## src/rtl/pipe_pkg.sv

```systemverilog
// pipe_pkg: shared widths, control-bit positions and NOP encoding for the ID/EX, EX/MEM and MEM/WB stage registers
package pipe_pkg;
  localparam int ID_EX_CTRL_W = 9;
  localparam int EX_MEM_CTRL_W = 5;
  localparam int MEM_WB_CTRL_W = 2;
  localparam int ID_EX_DATA_W = 32 * 4 + 5 + 5;
  localparam int EX_MEM_DATA_W = 32 * 3 + 1 + 5;
  localparam int MEM_WB_DATA_W = 32 * 2 + 5;
  localparam int C_REG_DST = 8;
  localparam int C_REG_WRITE = 7;
  localparam int C_BRANCH = 6;
  localparam int C_MEM_READ = 5;
  localparam int C_MEM_WRITE = 4;
  localparam int C_ALU_SRC = 3;
  localparam int C_MEM_TO_REG = 2;
  localparam int C_ALU_OP_LO = 0;
  localparam logic [ID_EX_CTRL_W-1:0] CTRL_NOP_ENC = '0;
  typedef struct packed {
    logic       reg_dst;
    logic       reg_write;
    logic       branch;
    logic       mem_read;
    logic       mem_write;
    logic       alu_src;
    logic       mem_to_reg;
    logic [1:0] alu_op;
  } id_ex_ctrl_t;
  typedef struct packed {
    logic reg_write;
    logic branch;
    logic mem_read;
    logic mem_write;
    logic mem_to_reg;
  } ex_mem_ctrl_t;
  typedef struct packed {
    logic reg_write;
    logic mem_to_reg;
  } mem_wb_ctrl_t;
  function automatic ex_mem_ctrl_t ex_mem_ctrl(id_ex_ctrl_t c);
    return '{c.reg_write, c.branch, c.mem_read, c.mem_write, c.mem_to_reg};
  endfunction
  function automatic mem_wb_ctrl_t mem_wb_ctrl(ex_mem_ctrl_t c);
    return '{c.reg_write, c.mem_to_reg};
  endfunction
endpackage

```

## src/rtl/pipe_skid_slot.sv

```systemverilog
// pipe_skid_slot: one valid+ctrl+data holding register with load and clear (clear wins)
module pipe_skid_slot #(
  parameter int CTRL_W = 9,
  parameter int DATA_W = 138
) (
  input  logic              clk,
  input  logic              rst,
  input  logic              load,
  input  logic              clear,
  input  logic [CTRL_W-1:0] in_ctrl,
  input  logic [DATA_W-1:0] in_data,
  output logic              valid,
  output logic [CTRL_W-1:0] ctrl,
  output logic [DATA_W-1:0] data
);
  logic              valid_q, valid_d;
  logic [CTRL_W-1:0] ctrl_q, ctrl_d;
  logic [DATA_W-1:0] data_q, data_d;
  always_comb begin
    valid_d = clear ? 1'b0 : load ? 1'b1 : valid_q;
    ctrl_d = (load && !clear) ? in_ctrl : ctrl_q;
    data_d = (load && !clear) ? in_data : data_q;
  end
  always_ff @(posedge clk or posedge rst) begin
    if (rst) begin
      valid_q <= 1'b0;
      ctrl_q <= '0;
      data_q <= '0;
    end else begin
      valid_q <= valid_d;
      ctrl_q <= ctrl_d;
      data_q <= data_d;
    end
  end
  assign valid = valid_q;
  assign ctrl = ctrl_q;
  assign data = data_q;
endmodule

```

## src/rtl/pipe_stage.sv

```systemverilog
// pipe_stage: valid/ready pipeline stage register with flush and bubble insertion; PIPE_STAGE_SKID_EN adds a skid slot and a registered in_ready
module pipe_stage
  import pipe_pkg::*;
#(
  parameter int CTRL_W = ID_EX_CTRL_W,
  parameter int DATA_W = ID_EX_DATA_W,
  parameter logic [CTRL_W-1:0] CTRL_NOP = '0
) (
  input  logic              clk,
  input  logic              rst,
  input  logic              flush,
  input  logic              in_valid,
  output logic              in_ready,
  input  logic [CTRL_W-1:0] in_ctrl,
  input  logic [DATA_W-1:0] in_data,
  output logic              out_valid,
  input  logic              out_ready,
  output logic [CTRL_W-1:0] out_ctrl,
  output logic [DATA_W-1:0] out_data,
  output logic [1:0]        occ
);
  logic              main_valid_q, main_valid_d;
  logic [CTRL_W-1:0] main_ctrl_q, main_ctrl_d;
  logic [DATA_W-1:0] main_data_q, main_data_d;
  logic              xfer_in, main_take, main_load;
  logic              skid_valid;
  logic [CTRL_W-1:0] skid_ctrl;
  logic [DATA_W-1:0] skid_data;
  assign xfer_in = in_valid & in_ready;
  assign main_take = !main_valid_q | out_ready;
`ifdef PIPE_STAGE_SKID_EN
  logic in_ready_q, in_ready_d, skid_load, skid_clear;
  always_comb begin
    skid_load = !flush & xfer_in & !main_take;
    skid_clear = flush | (main_take & skid_valid);
    in_ready_d = !(skid_load | (skid_valid & !skid_clear));
  end
  pipe_skid_slot #(.CTRL_W(CTRL_W), .DATA_W(DATA_W)) u_skid (
    .clk     (clk),
    .rst     (rst),
    .load    (skid_load),
    .clear   (skid_clear),
    .in_ctrl (in_ctrl),
    .in_data (in_data),
    .valid   (skid_valid),
    .ctrl    (skid_ctrl),
    .data    (skid_data)
  );
  always_ff @(posedge clk or posedge rst) begin
    if (rst) in_ready_q <= 1'b1;
    else in_ready_q <= in_ready_d;
  end
  assign in_ready = in_ready_q;
`else
  assign skid_valid = 1'b0;
  assign skid_ctrl = '0;
  assign skid_data = '0;
  assign in_ready = main_take;
`endif
  // a held skid entry is older than the input, so it refills the main register first
  always_comb begin
    main_load = !flush & main_take & (skid_valid | xfer_in);
    main_valid_d = flush ? 1'b0 : main_take ? main_load : 1'b1;
    main_ctrl_d = main_load ? (skid_valid ? skid_ctrl : in_ctrl) : main_ctrl_q;
    main_data_d = main_load ? (skid_valid ? skid_data : in_data) : main_data_q;
  end
  always_ff @(posedge clk or posedge rst) begin
    if (rst) begin
      main_valid_q <= 1'b0;
      main_ctrl_q <= CTRL_NOP;
      main_data_q <= '0;
    end else begin
      main_valid_q <= main_valid_d;
      main_ctrl_q <= main_ctrl_d;
      main_data_q <= main_data_d;
    end
  end
  assign out_valid = main_valid_q;
  assign out_ctrl = main_valid_q ? main_ctrl_q : CTRL_NOP;
  assign out_data = main_data_q;
  assign occ = {1'b0, main_valid_q} + {1'b0, skid_valid};
endmodule

```

## config.mk

```make
export PLATFORM = sky130hd
export DESIGN_NAME = pipe_stage
export DESIGN_NICKNAME = d
export VERILOG_FILES = /design/src/rtl/pipe_pkg.sv /design/src/rtl/pipe_skid_slot.sv /design/src/rtl/pipe_stage.sv
export SDC_FILE = /design/constraint.sdc
export NUM_CORES = 1
export LEC_CHECK = 0
export CORE_MARGIN = 1
export CORE_UTILIZATION = 43
export DETAILED_ROUTE_END_ITERATION = 10
export PLACE_DENSITY = 0.86
export SLEW_MARGIN = 15
export SYNTH_ARGS = -nofsm -noshare
export SYNTH_HDL_FRONTEND = slang
export SYNTH_HIERARCHICAL = 1
export SYNTH_SLANG_ARGS = --single-unit
export TNS_END_PERCENT = 10
```

## constraint.sdc

```tcl
create_clock -name clk -period 8.13 [get_ports clk]
set_input_delay 1.2195 -clock clk [delete_from_list [all_inputs] [get_ports clk]]
set_output_delay 1.2195 -clock clk [all_outputs]
set_load 0.03 [all_outputs]
```

==> qor.csv <==
stage,metric,value,unit
drt,ant_nets,0,
timing,rsz0062_at_grt,no,
drt,wl,14.51,mm
floorplan,dieHeight,118.2,µm
worst_setup_path,reg2reg_to,main_ctrl_q[4]$_DFFE_PP0P_,
timing,fin_worst_skew,0.004197,ns
clocking,cts_buffers,17,
yosys,synth.distinct_cells,13,
yosys,netlist_top_cells_area,"dfrtp_1 64%, mux2_2 27%, buf_12 3.8%",
floorplan,start_util,44.00,%
power_and_ir_drop,total_power,2.445,mW
worst_setup_path,startpoint,out_ready,
power_and_ir_drop,seq_power_share,38.1,%
power_and_ir_drop,ir_drop,0.0001677,V
final_layout,final_nets,786,
drt,routed-via-count,3928,
worst_setup_path,endpoint_kind,flip-flop,
timing,finalCriticalPeriod,3.845,ns
timing,slew_violations,0,
placed_design,placed_cell_area,0.008765,mm²
clocking,cts_root_buf,clkbuf_16,
worst_setup_path,rrSetupSlack,5.02,ns
timing,max_freq,260.1,MHz
clocking,cts_sinks,148,
placed_design,port_buffers,301,
global_route,antenna_found_initial,0,
drt,drt_iter0_markers,132,
power_and_ir_drop,intPower,1.694,mW
timing,worst_slew_pin_slew,1.119,ns
power_and_ir_drop,p_sw_share,30.72,%
yosys,syn_area,0.005803,mm²
yosys,ys_seq_area_share,63.82,%
global_route,grt_start_max_net_pins,87,
final_layout,syn_to_final_growth,60.97,%
worst_setup_path,cp_max_fo,86,
drt,firstDrtPassIters,4,
global_route,grt.overflow.total,0,
global_route,grtUsageTotal,21.51,%
final_layout,stdcell_area,0.009341,mm²
clocking,cts-resized-gates,0,
clocking,cts_tree,built,
timing,tns,0,ns
timing,hold_viol,0,
power_and_ir_drop,power_frac_comb,31.2,%
clocking,postCtsSetupRepairBufs,0,
timing,setup_violations,0,
floorplan,rows,42,
clocking,clock_latency,0.41,ns
drt,wl_per_cell,17.64,µm
hold_path,hold_path.class,reg2reg,
floorplan,die-area,0.01396,mm²
floorplan,io_pins,303,
yosys,synth_top_cell_area_share,63.82,%
worst_setup_path,cp-start-kind,primary input,
power_and_ir_drop,net-switching-power,750.9,µW
drt,route.detailed.drc,0,
status,status,"complete, no violations",
worst_setup_path,critPathArrivalTime,4.14,ns
worst_setup_path,cp.required,8.42,ns
placed_design,gp_congestion,0.7822,
final_layout,layout_common_cells,"301 x clkdlybuf4s50_1, 148 x dfrtp_1, 137 x mux2_2, 17 x clkbuf_16, 10 x mux2_4",
power_and_ir_drop,power_density,261.7,mW/mm²
final_layout,final_util,70.82,%
final_layout,layout_commonest_cell,clkdlybuf4s50_1,
power_and_ir_drop,leakagePower,3.843,nW
worst_setup_path,worstSetupPathType,in2reg,
global_route,grt_pass1_wl,22.80,mm
yosys,syn_area_per_cell,17.64,µm²
yosys,synth_warnings,6,
floorplan,die_w,118.2,µm
clocking,htreeDepth,4,
yosys,syn_inst,329,
final_layout,drive_above_1_share,28.59,%
yosys,synth_top_cell_by_area,dfrtp_1,
worst_setup_path,reg2reg_from,out_valid$_DFF_PP0_,
drt,vias_per_cell,4.773,
yosys,syn_nets,481,
clocking,holdBufCountCts,0,
job,cap_viol_max_count,0,
timing,period_share,47.29,%
floorplan,core,0.01319,mm²
worst_setup_path,reg2regPathDepth,5,
worst_setup_path,endpoint,main_ctrl_q[4]$_DFFE_PP0P_,
timing,relSlewSlack,25.37,%
placed_design,hpwl,10.66,mm
clocking,clk_pin_slew,0.06,ns
clocking,cts_buffer_depth,2,
final_layout,n_antenna_cell,0,
power_and_ir_drop,clkPwrFrac,30.8,%
hold_path,hold_path_depth,1,
yosys,ys_seq_elements,148,
global_route,grt_pass1_vias,4287,
[per-stage QoR]
stage,setup slack [ns],cells,hold WS [ns]
CTS,4.314,823,0.5075
detailed placement,3.872,791,0.4946
floorplan,2.931,329,0.4727
global route,4.166,823,0.5160
global placement,3.996,791,0.4880
finish,4.285,823,0.5028
[power by group through the flow]
stage                     clock [mW]  combinational (mW)  sequential (mW)
final                          0.753               0.762            0.930
after global routing           0.801               0.792            0.946
after CTS                      0.773               0.769            0.932
after detailed placement           0               0.766            0.943
after global placement             0               0.751            0.934
after floorplan                    0               0.178             1.17
[critical path, stage by stage]
cell	delay, ns
clkdlybuf4s50_1	0.53
nor2b_4	0.07
nor3b_4	0.16
buf_4	0.87
buf_4	0.78
mux2_2	0.42
[flip-flops by register name, indices dropped and copies added (netlist names)]
name         flops
out_data       138
main_ctrl_q      9
out_valid        1
[cell usage after synthesis]
library cell,n
inv_1,2
buf_8,3
nor2b_4,1
mux2_2,137
buf_12,11
buf_4,3
and2_1,9
conb_1,1
nor3b_4,1
mux2_4,10
dfrtp_1,148
buf_6,1
nor2_1,2
[cell families after synthesis]
| group | Yosys count | synth area share [%] |
|---|---|---|
| simple gates | 13 | 1.660 |
| flops | 148 | 63.82 |
| other cells | 1 | 0.06462 |
| mux | 147 | 29.17 |
| buf+inv | 20 | 5.282 |
[metal layers]
layer	wire, µm	GRT usage [%]	vias to the layer above
li1	-	-	1769
met1	5332	23.10	1932
met2	7588	37.35	192
met3	1132	7.577	35
met4	460	10.90	0
met5	0	0	-
[worst min-delay path by stage]
| stage | from | endpoint | slack [ns] |
|---|---|---|---|
| floorplan | main_ctrl_q[0]$_DFFE_PP0P_ | main_ctrl_q[0]$_DFFE_PP0P_ | 0.47 |
| global placement | main_ctrl_q[0]$_DFFE_PP0P_ | main_ctrl_q[0]$_DFFE_PP0P_ | 0.49 |
| detailed placement | main_ctrl_q[7]$_DFFE_PP0P_ | main_ctrl_q[7]$_DFFE_PP0P_ | 0.49 |
| CTS | main_ctrl_q[7]$_DFFE_PP0P_ | main_ctrl_q[7]$_DFFE_PP0P_ | 0.51 |
| global route | out_data[4]$_DFFE_PP0P_ | out_data[4]$_DFFE_PP0P_ | 0.52 |
| finish | main_ctrl_q[7]$_DFFE_PP0P_ | main_ctrl_q[7]$_DFFE_PP0P_ | 0.50 |
[final cells by class]
cell class | count | area (µm²)
inverter | 2 | 12.51
clock inverter | 14 | 137.6
tap | 176 | 220.2
sequential | 148 | 3704
timing repair buffer | 304 | 3035
multi-input combinational | 161 | 1793
clock buffer | 18 | 439.2
fill | 869 | 3849
(Power assumes the default switching activity.)
